**src/rtl/velocity_update_scheduler_if.sv**
```systemverilog
// velocity_update_scheduler_if: velocity-set request, bot handshake and shared write port.
// The master modport is the scheduler side and the slave modport is the environment side.
interface velocity_update_scheduler_if #(
   parameter int VW = 16
);
   logic          write_check;
   logic [VW-1:0] vx1_bin, vy1_bin, vx2_bin, vy2_bin, vx3_bin, vy3_bin;
   logic [2:0]    bot_rdy;
   logic          wr_valid;
   logic          wr_ready;
   logic [1:0]    wr_bot;
   logic [VW-1:0] wr_vx, wr_vy;
   logic [2:0]    pending;
   logic          busy;
   logic          overrun;
   modport master (
      input  write_check, vx1_bin, vy1_bin, vx2_bin, vy2_bin, vx3_bin, vy3_bin, bot_rdy, wr_ready,
      output wr_valid, wr_bot, wr_vx, wr_vy, pending, busy, overrun
   );
   modport slave (
      output write_check, vx1_bin, vy1_bin, vx2_bin, vy2_bin, vx3_bin, vy3_bin, bot_rdy, wr_ready,
      input  wr_valid, wr_bot, wr_vx, wr_vy, pending, busy, overrun
   );
endinterface

```
**src/rtl/velocity_update_scheduler.sv**
```systemverilog
// velocity_update_scheduler: settles a captured velocity set, then writes it round-robin to three bots.
// Optional VUS_OVERRUN_CNT_EN adds the saturating 8-bit overrun counter output ovr_cnt.
module velocity_update_scheduler #(
   parameter int SETTLE_CYCLES = 300,
   parameter int VW = 16
) (
   input  logic clk,
   input  logic rst,
`ifdef VUS_OVERRUN_CNT_EN
   output logic [7:0] ovr_cnt,
`endif
   velocity_update_scheduler_if.master vus
);
   localparam logic [1:0] S_IDLE = 2'd0, S_SETTLE = 2'd1, S_ARB = 2'd2, S_WRITE = 2'd3;
   localparam logic [9:0] SC = 10'(SETTLE_CYCLES);
   logic [1:0]    r_state, r_last, r_bot, w_c1, w_c2, w_gnt;
   logic [9:0]    r_cnt;
   logic [2:0]    r_pending, w_elig, w_clr;
   logic          r_wc, r_valid, r_ovr, w_edge, w_xfer, w_ovr;
   logic [VW-1:0] r_vx [3], r_vy [3], w_in_vx [3], w_in_vy [3], w_vx [3], w_vy [3], r_wvx, r_wvy;
   assign w_in_vx[0] = vus.vx1_bin;
   assign w_in_vx[1] = vus.vx2_bin;
   assign w_in_vx[2] = vus.vx3_bin;
   assign w_in_vy[0] = vus.vy1_bin;
   assign w_in_vy[1] = vus.vy2_bin;
   assign w_in_vy[2] = vus.vy3_bin;
   assign w_edge = vus.write_check & ~r_wc;
   assign w_ovr  = w_edge & (|r_pending);
   assign w_xfer = (r_state == S_WRITE) & vus.wr_ready;
   assign w_clr  = w_xfer ? (3'b001 << r_bot) : 3'b000;
   // A set arriving in the granting cycle is forwarded so the grant never uses stale data.
   always_comb begin
      for (int k = 0; k < 3; k++) begin
         w_vx[k] = w_edge ? w_in_vx[k] : r_vx[k];
         w_vy[k] = w_edge ? w_in_vy[k] : r_vy[k];
      end
   end
   assign w_elig = r_pending & vus.bot_rdy;
   assign w_c1   = (r_last == 2'd2) ? 2'd0 : r_last + 2'd1;
   assign w_c2   = (w_c1 == 2'd2) ? 2'd0 : w_c1 + 2'd1;
   assign w_gnt  = w_elig[w_c1] ? w_c1 : w_elig[w_c2] ? w_c2 : r_last;
   always_ff @(posedge clk or posedge rst) begin
      if (rst) begin
         r_state   <= S_IDLE;
         r_cnt     <= '0;
         r_wc      <= 1'b0;
         r_pending <= '0;
         r_ovr     <= 1'b0;
         r_valid   <= 1'b0;
         r_bot     <= '0;
         r_wvx     <= '0;
         r_wvy     <= '0;
         r_last    <= 2'd2;
         for (int k = 0; k < 3; k++) begin
            r_vx[k] <= '0;
            r_vy[k] <= '0;
         end
      end else begin
         r_wc      <= vus.write_check;
         r_ovr     <= w_ovr;
         r_pending <= (r_pending & ~w_clr) | {3{w_edge}};
         if (w_edge) begin
            for (int k = 0; k < 3; k++) begin
               r_vx[k] <= w_in_vx[k];
               r_vy[k] <= w_in_vy[k];
            end
         end
         if (r_state == S_IDLE) begin
            if (w_edge) begin
               r_state <= (SETTLE_CYCLES == 0) ? S_ARB : S_SETTLE;
               r_cnt   <= '0;
            end
         end else if (r_state == S_SETTLE) begin
            if (w_edge)
               r_cnt <= '0;
            else if (r_cnt == SC)
               r_state <= S_ARB;
            else
               r_cnt <= r_cnt + 10'd1;
         end else if (r_state == S_ARB) begin
            if (|w_elig) begin
               r_state <= S_WRITE;
               r_valid <= 1'b1;
               r_bot   <= w_gnt;
               r_wvx   <= w_vx[w_gnt];
               r_wvy   <= w_vy[w_gnt];
            end else if (r_pending == 3'b000 && !w_edge)
               r_state <= S_IDLE;
         end else if (w_xfer) begin
            r_state <= S_ARB;
            r_valid <= 1'b0;
            r_last  <= r_bot;
         end
      end
   end
`ifdef VUS_OVERRUN_CNT_EN
   logic [7:0] r_ocnt;
   always_ff @(posedge clk or posedge rst) begin
      if (rst)
         r_ocnt <= '0;
      else if (w_ovr && r_ocnt != 8'hFF)
         r_ocnt <= r_ocnt + 8'd1;
   end
   assign ovr_cnt = r_ocnt;
`endif
   assign vus.wr_valid = r_valid;
   assign vus.wr_bot   = r_bot;
   assign vus.wr_vx    = r_wvx;
   assign vus.wr_vy    = r_wvy;
   assign vus.pending  = r_pending;
   assign vus.busy     = (r_state != S_IDLE);
   assign vus.overrun  = r_ovr;
endmodule

```
**src/flat_wrapper.sv**
```systemverilog
// flat-port wrapper written by rule: the top's interface ports become plain ports
module velocity_update_scheduler_flat 
#(
   parameter int SETTLE_CYCLES = 300,
   parameter int VW = 16
)
  (clk, rst, vus_write_check, vus_vx1_bin, vus_vy1_bin, vus_vx2_bin, vus_vy2_bin, vus_vx3_bin, vus_vy3_bin, vus_bot_rdy, vus_wr_ready, vus_wr_valid, vus_wr_bot, vus_wr_vx, vus_wr_vy, vus_pending, vus_busy, vus_overrun);
  velocity_update_scheduler_if #(.VW(VW)) vus_i ();
  input  logic clk;
  input  logic rst;
  input wire logic [$bits(vus_i.write_check)-1:0] vus_write_check;
  input wire logic [$bits(vus_i.vx1_bin)-1:0] vus_vx1_bin;
  input wire logic [$bits(vus_i.vy1_bin)-1:0] vus_vy1_bin;
  input wire logic [$bits(vus_i.vx2_bin)-1:0] vus_vx2_bin;
  input wire logic [$bits(vus_i.vy2_bin)-1:0] vus_vy2_bin;
  input wire logic [$bits(vus_i.vx3_bin)-1:0] vus_vx3_bin;
  input wire logic [$bits(vus_i.vy3_bin)-1:0] vus_vy3_bin;
  input wire logic [$bits(vus_i.bot_rdy)-1:0] vus_bot_rdy;
  input wire logic [$bits(vus_i.wr_ready)-1:0] vus_wr_ready;
  output wire logic [$bits(vus_i.wr_valid)-1:0] vus_wr_valid;
  output wire logic [$bits(vus_i.wr_bot)-1:0] vus_wr_bot;
  output wire logic [$bits(vus_i.wr_vx)-1:0] vus_wr_vx;
  output wire logic [$bits(vus_i.wr_vy)-1:0] vus_wr_vy;
  output wire logic [$bits(vus_i.pending)-1:0] vus_pending;
  output wire logic [$bits(vus_i.busy)-1:0] vus_busy;
  output wire logic [$bits(vus_i.overrun)-1:0] vus_overrun;
  assign vus_i.write_check = vus_write_check;
  assign vus_i.vx1_bin = vus_vx1_bin;
  assign vus_i.vy1_bin = vus_vy1_bin;
  assign vus_i.vx2_bin = vus_vx2_bin;
  assign vus_i.vy2_bin = vus_vy2_bin;
  assign vus_i.vx3_bin = vus_vx3_bin;
  assign vus_i.vy3_bin = vus_vy3_bin;
  assign vus_i.bot_rdy = vus_bot_rdy;
  assign vus_i.wr_ready = vus_wr_ready;
  assign vus_wr_valid = vus_i.wr_valid;
  assign vus_wr_bot = vus_i.wr_bot;
  assign vus_wr_vx = vus_i.wr_vx;
  assign vus_wr_vy = vus_i.wr_vy;
  assign vus_pending = vus_i.pending;
  assign vus_busy = vus_i.busy;
  assign vus_overrun = vus_i.overrun;
  velocity_update_scheduler #(.SETTLE_CYCLES(SETTLE_CYCLES), .VW(VW)) u_core (.clk(clk), .rst(rst), .vus(vus_i));
endmodule
```
**config.mk**
```make
export PLATFORM = sky130hd
export DESIGN_NAME = velocity_update_scheduler_flat
export DESIGN_NICKNAME = d
export VERILOG_FILES = /design/src/rtl/velocity_update_scheduler_if.sv /design/src/rtl/velocity_update_scheduler.sv /design/src/flat_wrapper.sv
export SDC_FILE = /design/constraint.sdc
export NUM_CORES = 1
export LEC_CHECK = 0
export ABC_AREA = 1
export CAP_MARGIN = 30
export CORE_ASPECT_RATIO = 1.75
export CORE_UTILIZATION = 53
export CTS_CLUSTER_SIZE = 16
export DETAILED_ROUTE_END_ITERATION = 8
export PLACE_DENSITY = 0.92
export RECOVER_POWER = 100
export SLEW_MARGIN = 20
export SYNTH_ARGS = -nofsm -noshare
export SYNTH_HDL_FRONTEND = slang
export SYNTH_SLANG_ARGS = --single-unit
```
**constraint.sdc**
```tcl
create_clock -name clk -period 5.95 [get_ports clk]
set_clock_uncertainty 0.15 [all_clocks]
set_input_delay 0.8925 -clock clk [delete_from_list [all_inputs] [get_ports clk]]
set_output_delay 0.8925 -clock clk [all_outputs]
set_load 0.01 [all_outputs]
```
==> run metrics <==
number of optimization iterations in the first detailed-route pass 8; post-synthesis xor/xnor area fraction 0.1128%; Hold Crit Class flip-flop to flip-flop; crit-path most repeated cell sky130_fd_sc_hd__nand2_1; Max IR drop VDD 0.0002806 V; number of nets with antenna violations after routing 0; startpoint of the lowest-slack register-to-register path u_core.r_last[1]$_DFFE_PP1P_; largest family of logic cells by synthesized area simple AND/OR/NAND/NOR gates; Synth warnings 0; clock latency reported for the late side of the worst-skew pair 0.42 ns; Final Routed Wirelength 20520 um; final hold violation count 0; delay of the slowest cell on the worst path 1.66 ns; period utilisation layout 68.03%; actual transition at the worst max-transition pin 2.265 ns; total of cells resized after clock tree synthesis 0; proportion of synthesized chip area in sequential cells 48.36%; number of cells produced by synthesis 1012; most common library cell in the layout ignoring fill and taps sky130_fd_sc_hd__nand2_1; leakage power figure 4.911 nW; Worst Path Required 6.16 ns; setup slack, reg-to-reg 2.56 ns; Worst Path Max Fanout 35; total setup violations reported at the end of the flow 0; count of unique library cells instantiated by Yosys 32; DIE WIDTH 93.49 um; clock transition at the registers of the reported paths 0.06 ns; TritonCTS clock tree done; synthesized-area fraction occupied by adder cells 1.289%; post-synthesis instance area 7764 um2; Setup TNS Final 0 ns; Core Footprint 14370 um2; H-tree depth 4; largest net degree at the start of global routing 112; sort of element at the start of the critical path primary input; commonest cells after routing, fill and taps aside sky130_fd_sc_hd__nand2_1 (305), sky130_fd_sc_hd__inv_1 (190), sky130_fd_sc_hd__dfrtp_1 (149), sky130_fd_sc_hd__o21ai_0 (115), sky130_fd_sc_hd__clkdlybuf4s50_1 (100); mux share of post-synthesis cell area 0%; sequence of cells on the critical path dlygate4sd3_1 -> inv_1 -> nor2_1 -> or2_2 -> o21ai_0 -> nand2_1 -> nand3_1 -> nand2_1 -> nand2_1 -> nand2_1; Achievable Freq 0.2471 GHz; routability congestion estimate 0.8772; clock tree buffer depth 2; final global-route overflow total 0; via count normalized by instance count 5.265; time the final worst path needs with I/O delays and setup 4.048 ns; Final Max Slew Viols 162; overall fraction of global-route tracks in use 28.64%; global-route wire length before repair 33220 um; average detailed-routed wire length per instance 15.55 um; max-capacitance violation count 3; initial antenna violation count 1; violated checks max-capacitance violations, max-slew violations; Synth Flop Type sky130_fd_sc_hd__dfrtp_1; Vias 6944; arrival time reported for the critical path endpoint 4.25 ns; Port Buf Inserts 142; async set-reset flop share out of synthesis 100.0%; count of pins on the block boundary 143; DRC violation count after routing 0; quantity of hold-fixing buffers added after cts 0; net count of the finished layout 1237; number of sinks handled by clock tree synthesis 150; worst hold endpoint u_core.vus.wr_vx[10]$_DFFE_PP0P_; total nets after synthesis 1123; count of flip-flops with a built-in enable after synthesis 0; cts bufs inserted 17; via count of the first global-routing pass 6993; Die Outline Area 15160 um2; headroom to the max-slew limit -51.53%; Critical Setup Path Class primary input to flip-flop; Synth Register Bits 150; outcome finished with violations; number of core rows 58; share of the synthesized area in compound gates (AO/OA/AOI/OAI) 11.46%; drt initial violations 504; synth-to-layout area growth 24.43%; worst hold-check slack 0.3329 ns; simple-gate share of the synthesized area 24.77%; initial standard-cell utilization of the core 54.03%; CP Capture Type flip-flop; postcts setup bufs 0; buffer type at the clock tree root sky130_fd_sc_hd__clkbuf_16; hold wc startpoint u_core.vus.wr_vx[10]$_DFFE_PP0P_; height of the chip 162.1 um; endpoint of the worst register-to-register path u_core.vus.wr_vy[6]$_DFFE_PP0P_; instance count along the most critical hold path 2; share of cells above drive strength 1 8.084%; reg2reg path depth 9; half-perimeter wire length after placement 13590 um; unrepaired setup endpoints after global routing false; cell with the largest stage delay on the worst path sky130_fd_sc_hd__nor2_1; synthesized area per cell 7.672 um2; Power Dens Cells 442.9 nW/um2
==> power by group <==
group | internal [mW] | leakage [nW] | switching [mW]
clock network | 0.639 | 0.276 | 0.417
logic | 0.653 | 2.91 | 1.18
registers | 1.25 | 1.72 | 0.148
total | 2.54 | 4.91 | 1.74
==> worst max-delay path, delay by kind of cell <==
kind | cells | cell delay [ns]
compound gates | 1 | 0.23
buf+inv | 2 | 0.66
simple gates | 7 | 2.46
==> logic make-up after synthesis <==
| logic type | after synthesis |
|---|---|
| buf+inv | 246 |
| simple gates | 449 |
| compound gates | 158 |
| flops | 150 |
| fa+ha+maj | 8 |
| xor+xnor | 1 |
==> state kept, by name, indices dropped and copies added (netlist names) <==
name,flops
u_core.vus.wr_vx,16
u_core.vus.overrun,1
u_core.r_vy,48
u_core.r_state,2
u_core.r_vx,48
u_core.vus.wr_bot,2
u_core.r_cnt,10
u_core.vus.wr_vy,16
u_core.vus.wr_valid,1
u_core.vus.pending,3
u_core.r_last,2
u_core.r_wc,1
==> worst max-delay path by stage <==
stage	from	to	slack [ns]	cells past startpoint
2_1_floorplan	rst	u_core.r_cnt[0]$_DFFE_PP0P_	0.87	1
3_3_place_gp	vus_bot_rdy[0]	u_core.vus.wr_vy[6]$_DFFE_PP0P_	2.22	10
3_5_place_dp	vus_bot_rdy[1]	u_core.vus.wr_vy[10]$_DFFE_PP0P_	2.18	11
4_1_cts	vus_bot_rdy[1]	u_core.vus.wr_vy[6]$_DFFE_PP0P_	2.57	11
5_1_grt	rst	u_core.r_vx[43]$_DFFE_PP0N_	1.51	3
6_report	vus_write_check	u_core.vus.wr_vy[9]$_DFFE_PP0P_	1.90	10
==> synth_stat cells (3+ instances only) <==
cell / count / area share (%)
sky130_fd_sc_hd__nand4_1: 7 / 0.56
sky130_fd_sc_hd__nand2_2: 4 / 0.32
sky130_fd_sc_hd__nand2_1: 304 / 15
sky130_fd_sc_hd__buf_4: 5 / 0.48
sky130_fd_sc_hd__nand3_1: 75 / 4.8
sky130_fd_sc_hd__a21oi_2: 16 / 1.8
sky130_fd_sc_hd__o21ai_1: 16 / 1.0
sky130_fd_sc_hd__clkbuf_1: 11 / 0.53
sky130_fd_sc_hd__a21oi_1: 17 / 1.1
sky130_fd_sc_hd__dfrtp_1: 149 / 48
sky130_fd_sc_hd__inv_1: 190 / 9.2
sky130_fd_sc_hd__nor2_1: 15 / 0.73
sky130_fd_sc_hd__buf_6: 16 / 2.3
sky130_fd_sc_hd__o21ai_0: 102 / 6.6
sky130_fd_sc_hd__or2_2: 30 / 2.4
sky130_fd_sc_hd__nor3_1: 5 / 0.32
sky130_fd_sc_hd__ha_1: 8 / 1.3
sky130_fd_sc_hd__buf_2: 20 / 1.3
sky130_fd_sc_hd__inv_2: 3 / 0.15
==> stage by stage <==
step | instance area, um2 | setup slack, ns | power [mW] | utilization [%] | cells
after detailed placement | 9091 | 2.176 | 3.243 | 63.27 | 1286
after global routing | 9661 | 1.513 | 4.548 | 67.23 | 1319
final | 9661 | 1.902 | 4.279 | 67.23 | 1319
after floorplan | 7764 | 0.8728 | 2.725 | - | 1012
after CTS | 9674 | 2.570 | 4.325 | 67.33 | 1317
after global placement | 9091 | 2.219 | 3.183 | 63.27 | 1286
==> metal layers <==
layer  part of all wire [%]  GRT usage, %  vias up  wire [um]
met4                    5.5         19.51        0       1131
met3                    4.9         4.541       74       1007
li1                       -             -     3310          -
met2                     54         50.64      302      11130
met5                      0             0        -          0
met1                     35         30.82     3258       7250
==> cell type report <==
class | count | area [um2]
repair buffers | 147 | 1453
multi-input cells | 616 | 2913
well taps | 180 | 225.2
diodes | 1 | 2.502
inverters | 194 | 729.5
flip-flops and latches | 150 | 3755
fillers | 1153 | 4708
clock buffers | 21 | 460.4
clock inverters | 10 | 122.6
(Power assumes the default switching activity.)
